===== config.mk =====
export PLATFORM = sky130hd
export DESIGN_NAME = regfile_dump_reader
export DESIGN_NICKNAME = d
export VERILOG_FILES = /design/src/rtl/regfile_dump_reader.sv
export SDC_FILE = /design/constraint.sdc
export NUM_CORES = 1
export LEC_CHECK = 0
export BUFFER_PORTS_ARGS = -buffer_cell sky130_fd_sc_hd__buf_4
export CAP_MARGIN = 10
export CORE_AREA = 2 2 101 103
export CTS_CLUSTER_DIAMETER = 100
export CTS_CLUSTER_SIZE = 10
export DETAILED_ROUTE_END_ITERATION = 12
export DIE_AREA = 0 0 103 105
export PLACE_DENSITY_LB_ADDON = 0.08
export SLEW_MARGIN = 0
export SYNTH_ARGS = -nofsm -noshare
export SYNTH_HDL_FRONTEND = slang
export SYNTH_SLANG_ARGS = --single-unit
export TNS_END_PERCENT = 10

===== constraint.sdc =====
create_clock -name clock -period 3.85 [get_ports clock]
set_input_delay 0.77 -clock clock [delete_from_list [all_inputs] [get_ports clock]]
set_output_delay 0.77 -clock clock [all_outputs]
set_load 0.005 [all_outputs]

===== src/rtl/regfile_dump_reader.sv =====
// ============================================================================
// Module      : regfile_dump_reader
// Description : Walks every register-file entry through a combinational read
//               port after the core halts and streams it out on valid/ready.
// Revision    : 1.0 - initial release
// ============================================================================
`default_nettype none

module regfile_dump_reader #(
  parameter int NUM_REGS   = 32,
  parameter int ADDR_WIDTH = 5,
  parameter int DATA_WIDTH = 32
) (
  input  logic                  clock,
  input  logic                  reset,
  input  logic                  halted,
  output logic [ADDR_WIDTH-1:0] ReadReg,
  input  logic [DATA_WIDTH-1:0] ReadData,
  output logic                  dump_valid,
  input  logic                  dump_ready,
  output logic [ADDR_WIDTH-1:0] dump_index,
  output logic [DATA_WIDTH-1:0] dump_data,
  output logic                  dump_last,
  output logic [DATA_WIDTH-1:0] dump_cycle,
  output logic                  busy,
  output logic                  done
);

  localparam logic [ADDR_WIDTH-1:0] LAST_IDX = ADDR_WIDTH'(NUM_REGS - 1);

  typedef enum logic [1:0] {
    IDLE = 2'd0,
    READ = 2'd1,
    SEND = 2'd2,
    DONE = 2'd3
  } state_t;

  state_t                  state;
  state_t                  state_nxt;
  logic [ADDR_WIDTH-1:0]   idx;
  logic [ADDR_WIDTH-1:0]   idx_nxt;
  logic                    halted_q;
  logic [DATA_WIDTH-1:0]   cycle_cnt;
  logic                    trigger;
  logic                    start;
  logic                    capture;

  assign trigger = halted & ~halted_q;

  always_ff @(posedge clock or posedge reset) begin
    if (reset) begin
      state      <= IDLE;
      idx        <= '0;
      halted_q   <= 1'b0;
      cycle_cnt  <= '0;
      dump_index <= '0;
      dump_data  <= '0;
      dump_cycle <= '0;
    end else begin
      state     <= state_nxt;
      idx       <= idx_nxt;
      halted_q  <= halted;
      cycle_cnt <= cycle_cnt + DATA_WIDTH'(1);
      if (start) begin
        dump_cycle <= cycle_cnt;
      end
      // The read port is combinational, so the beat is latched in READ and
      // stays frozen for however long SEND is backpressured.
      if (capture) begin
        dump_data  <= ReadData;
        dump_index <= idx;
      end
    end
  end

  always_comb begin
    state_nxt = state;
    idx_nxt   = idx;
    start     = 1'b0;
    capture   = 1'b0;
    case (state)
      IDLE: begin
        if (trigger) begin
          start     = 1'b1;
          idx_nxt   = '0;
          state_nxt = READ;
        end
      end
      READ: begin
        capture   = 1'b1;
        state_nxt = SEND;
      end
      SEND: begin
        if (dump_ready) begin
          if (idx == LAST_IDX) begin
            state_nxt = DONE;
          end else begin
            idx_nxt   = idx + ADDR_WIDTH'(1);
            state_nxt = READ;
          end
        end
      end
      DONE: begin
        if (!halted) begin
          state_nxt = IDLE;
        end
      end
      default: begin
        state_nxt = IDLE;
      end
    endcase
  end

  assign ReadReg    = (state == IDLE) ? '0 : idx;
  assign dump_valid = (state == SEND);
  assign dump_last  = dump_valid & (dump_index == LAST_IDX);
  assign busy       = (state == READ) || (state == SEND);
  assign done       = (state == DONE);

endmodule

`default_nettype wire


==> results.toml <==
[run_status]
result_of_the_run = "completed"

[clock_network]
clock-root-buffer = "sky130_fd_sc_hd__clkbuf_8"
path_clk_slew_ns = 0.09
cts_post_setup_buffers_inserted = 0
clkSinkCount = 109
ctsLongestPathBuffers = 2
clock_latency_ns = 0.36
tritoncts = "built"
htree_levels = 3
cts_repair_resize_count = 0
cts_buffers = 9
post_cts_hold_buffer_count = 0

[critical_path]
cp.required_ns = 3.08
r2r_start = "idx[0]$_DFFE_PP0P_"
critical_path.cell_chain = "inv_1 > ha_1 > nand2_1 > nor2_1 > buf_4"
timing.setup.critical_path_class = "reg -> out"
critical-path-slowest-cell = "sky130_fd_sc_hd__dfrtp_1"
crit_start = "state[0]$_DFFE_PP0P_"
cp_max_fo = 11
cpPeakStageDelay_ns = 0.43
sort_of_element_at_the_start_of_the_critical_path = "flip-flop"
timing.critical_path.buf_inv = 2
cp_top_family = "flip-flops"
cp-end-kind = "output port"
critPathArrivalTime_ns = 1.58

[floorplan]
row_count = 36
die_area_mm2 = 0.0108
floorplan.initialDensity_pct = 47.1
fp.dieW_um = 103
io-pin-count = 114
design.core.area_mm2 = 0.00964
fp.dieH_um = 105

[logic_synthesis]
synth_top_cell_area_share_pct = 60.1
ys_seq_elements = 109
post_synth_most_frequent_cells = "sky130_fd_sc_hd__dfrtp_1, sky130_fd_sc_hd__mux2_2, sky130_fd_sc_hd__xnor2_1, sky130_fd_sc_hd__nand2_1, sky130_fd_sc_hd__nand3_1"
edff_count_synth = 0
synth_fp_nets = 379
netlist_area_mm2 = 0.00454
syn-mean-instance-area_um2 = 13.5
synthesis.yosys.warnings = 0
ys_types = 35
synth_flop_type = "sky130_fd_sc_hd__dfrtp_1"
synth_sequential_area_ratio_pct = 60.1
post-synth-top-area-cell = "sky130_fd_sc_hd__dfrtp_1"
synthMostInstantiatedCell = "sky130_fd_sc_hd__dfrtp_1"
postSynthCellCount = 336
asyncSetResetFlopFracSynth_pct = 100
synth_area_leaders = "sky130_fd_sc_hd__dfrtp_1, sky130_fd_sc_hd__mux2_2, sky130_fd_sc_hd__xnor2_1, sky130_fd_sc_hd__ha_1, sky130_fd_sc_hd__nand4_1"

[run]
drv.max_cap_violation_count = 0

[timing]
fin_crit_sh_pct = 61.0
fin_crit_ns = 2.35
skew_ns = 0.00601
timing.final.max_slew_violations = 0
rsz_0062_raised_after_global_routing = "false"
hold-worst-slack_ns = 0.469
timing.final.setup_violations = 0
maxSlewHeadroom_pct = 61.2
post_route_setup_tns_ns = 0
actual_transition_at_the_worst_max_transition_pin_ns = 0.582
fmax_mhz = 426
hold_violations = 0

[power_and_ir_drop]
total_power_mw = 3.28
worst_vdd_rail_ir_drop_mv = 0.336
total_leakage_power_nw = 2.81
pwr_density_cell_mw_per_mm2 = 573

[drt]
routed-via-count = 2957
drtPass1Iterations = 4
routed_wire_length_mm = 8.49
count_of_antenna_violating_nets_left_after_detailed_routing = 0
first_iter_violations = 74
vias_per_cell = 5.03
routedWlPerCell_um = 14.4
drcViolationCount = 0

[grt]
pin_count_of_the_biggest_net_entering_global_routing = 110
grt_first_pass_wirelength_mm = 13.6
via_count_of_the_first_global_routing_pass = 2812
grt_antenna_before_repair = 0
gr-usage-all-layers_pct = 16.1
gr-total-overflow = 0

[worst_hold_path]
hold_crit_path_type = "reg -> reg"
hold_path.startpoint = "cycle_cnt[31]$_DFF_PP0_"

[layout]
drive_above_1_share_pct = 45.1
antenna-diode-count = 0
synthToLayoutAreaGrowth_pct = 26.0
nets = 493

[placed_design]
place_congestion = 0.763
dp_hpwl_mm = 5.94
buffer_ports.inserted = 113
-- area by class of cell --
| type | count | area [µm²] |
|---|---|---|
| inverter | 7 | 28.8 |
| clock inverter | 3 | 17.5 |
| multi-input combinational | 207 | 1710 |
| fill | 830 | 3920 |
| timing repair buffer | 116 | 883 |
| tap | 133 | 166 |
| sequential | 109 | 2730 |
| clock buffer | 13 | 179 |
-- power by group --
group / internal, mW / switching, mW
combinational: 0.652 / 0.423
clock: 0.305 / 0.368
sequential: 1.39 / 0.140
-- logic make-up (layout without fill, tap and decap cells) --
family	count (synthesis)	count (layout)	share of synthesized area [%]
AO/OA/AOI/OAI	16	16	2.23
AND/OR/NAND/NOR	87	87	11.2
buffers and inverters	20	139	2.07
adder cells (fa/ha/maj)	7	7	1.93
XOR/XNOR	30	30	5.79
flip-flops	109	109	60.1
multiplexers	67	67	16.6
-- worst reg2reg max path, stage by stage (launching register included) --
cell	delay (ns)
sky130_fd_sc_hd__dfrtp_1	0.44
sky130_fd_sc_hd__ha_1	0.25
sky130_fd_sc_hd__and3_1	0.19
sky130_fd_sc_hd__ha_1	0.19
sky130_fd_sc_hd__or2b_1	0.22
sky130_fd_sc_hd__a22o_1	0.25
sky130_fd_sc_hd__or2_4	0.27
sky130_fd_sc_hd__a211o_1	0.29
-- cells in the final DEF, fill, tap and decap left out, drive strengths merged, types with 2 or more instances in the layout --
cell type  count
mux2          67
or2            2
xor2           8
o31ai          3
and4           6
nor2b          6
clkbuf        13
a21oi          2
nand2         16
and3           6
nor3           5
ha             7
inv            7
nor4           2
buf          116
xnor2         22
nor2          10
nand4         15
dfrtp        109
clkinv         2
o21ai          7
nand3         15
-- sequential cells by signal, summed over array words and instances, names as in the netlist --
register	flops
cycle_cnt	32
dump_cycle	32
dump_data	32
dump_index	5
idx	5
state	2
halted_q	1
-- metrics by stage --
stage	setup slack (ns)	cell area, µm²	util, %	std cells
after global routing	1.39	5720	59.3	588
after detailed placement	1.69	5520	57.3	572
final	1.50	5720	59.3	588
after floorplan	0.206	4540	-	336
after CTS	1.46	5720	59.3	588
after global placement	1.73	5520	57.3	572
-- worst paths after layout --
check | slack [ns] | to | depth (start not counted)
max | 1.50 | dump_last | 5
min | 0.47 | cycle_cnt[31]$_DFF_PP0_ | 1
max reg2reg | 1.65 | idx[3]$_DFFE_PP0P_ | 7
min reg2reg | 0.47 | cycle_cnt[31]$_DFF_PP0_ | 1
max in group asynchronous | 2.88 | idx[4]$_DFFE_PP0P_ | 3
min in group asynchronous | 0.51 | dump_data[21]$_DFFE_PP0N_ | 3
-- routing by layer --
metal | up-vias | share of wire (%) | track usage, %
li1 | 1412 | - | -
met5 | - | 0 | 0
met3 | 13 | 6.7 | 3.41
met4 | 0 | 1.8 | 6.77
met2 | 86 | 46 | 25.1
met1 | 1446 | 46 | 21.8
No activity file was read; power rests on OpenSTA's default activity.
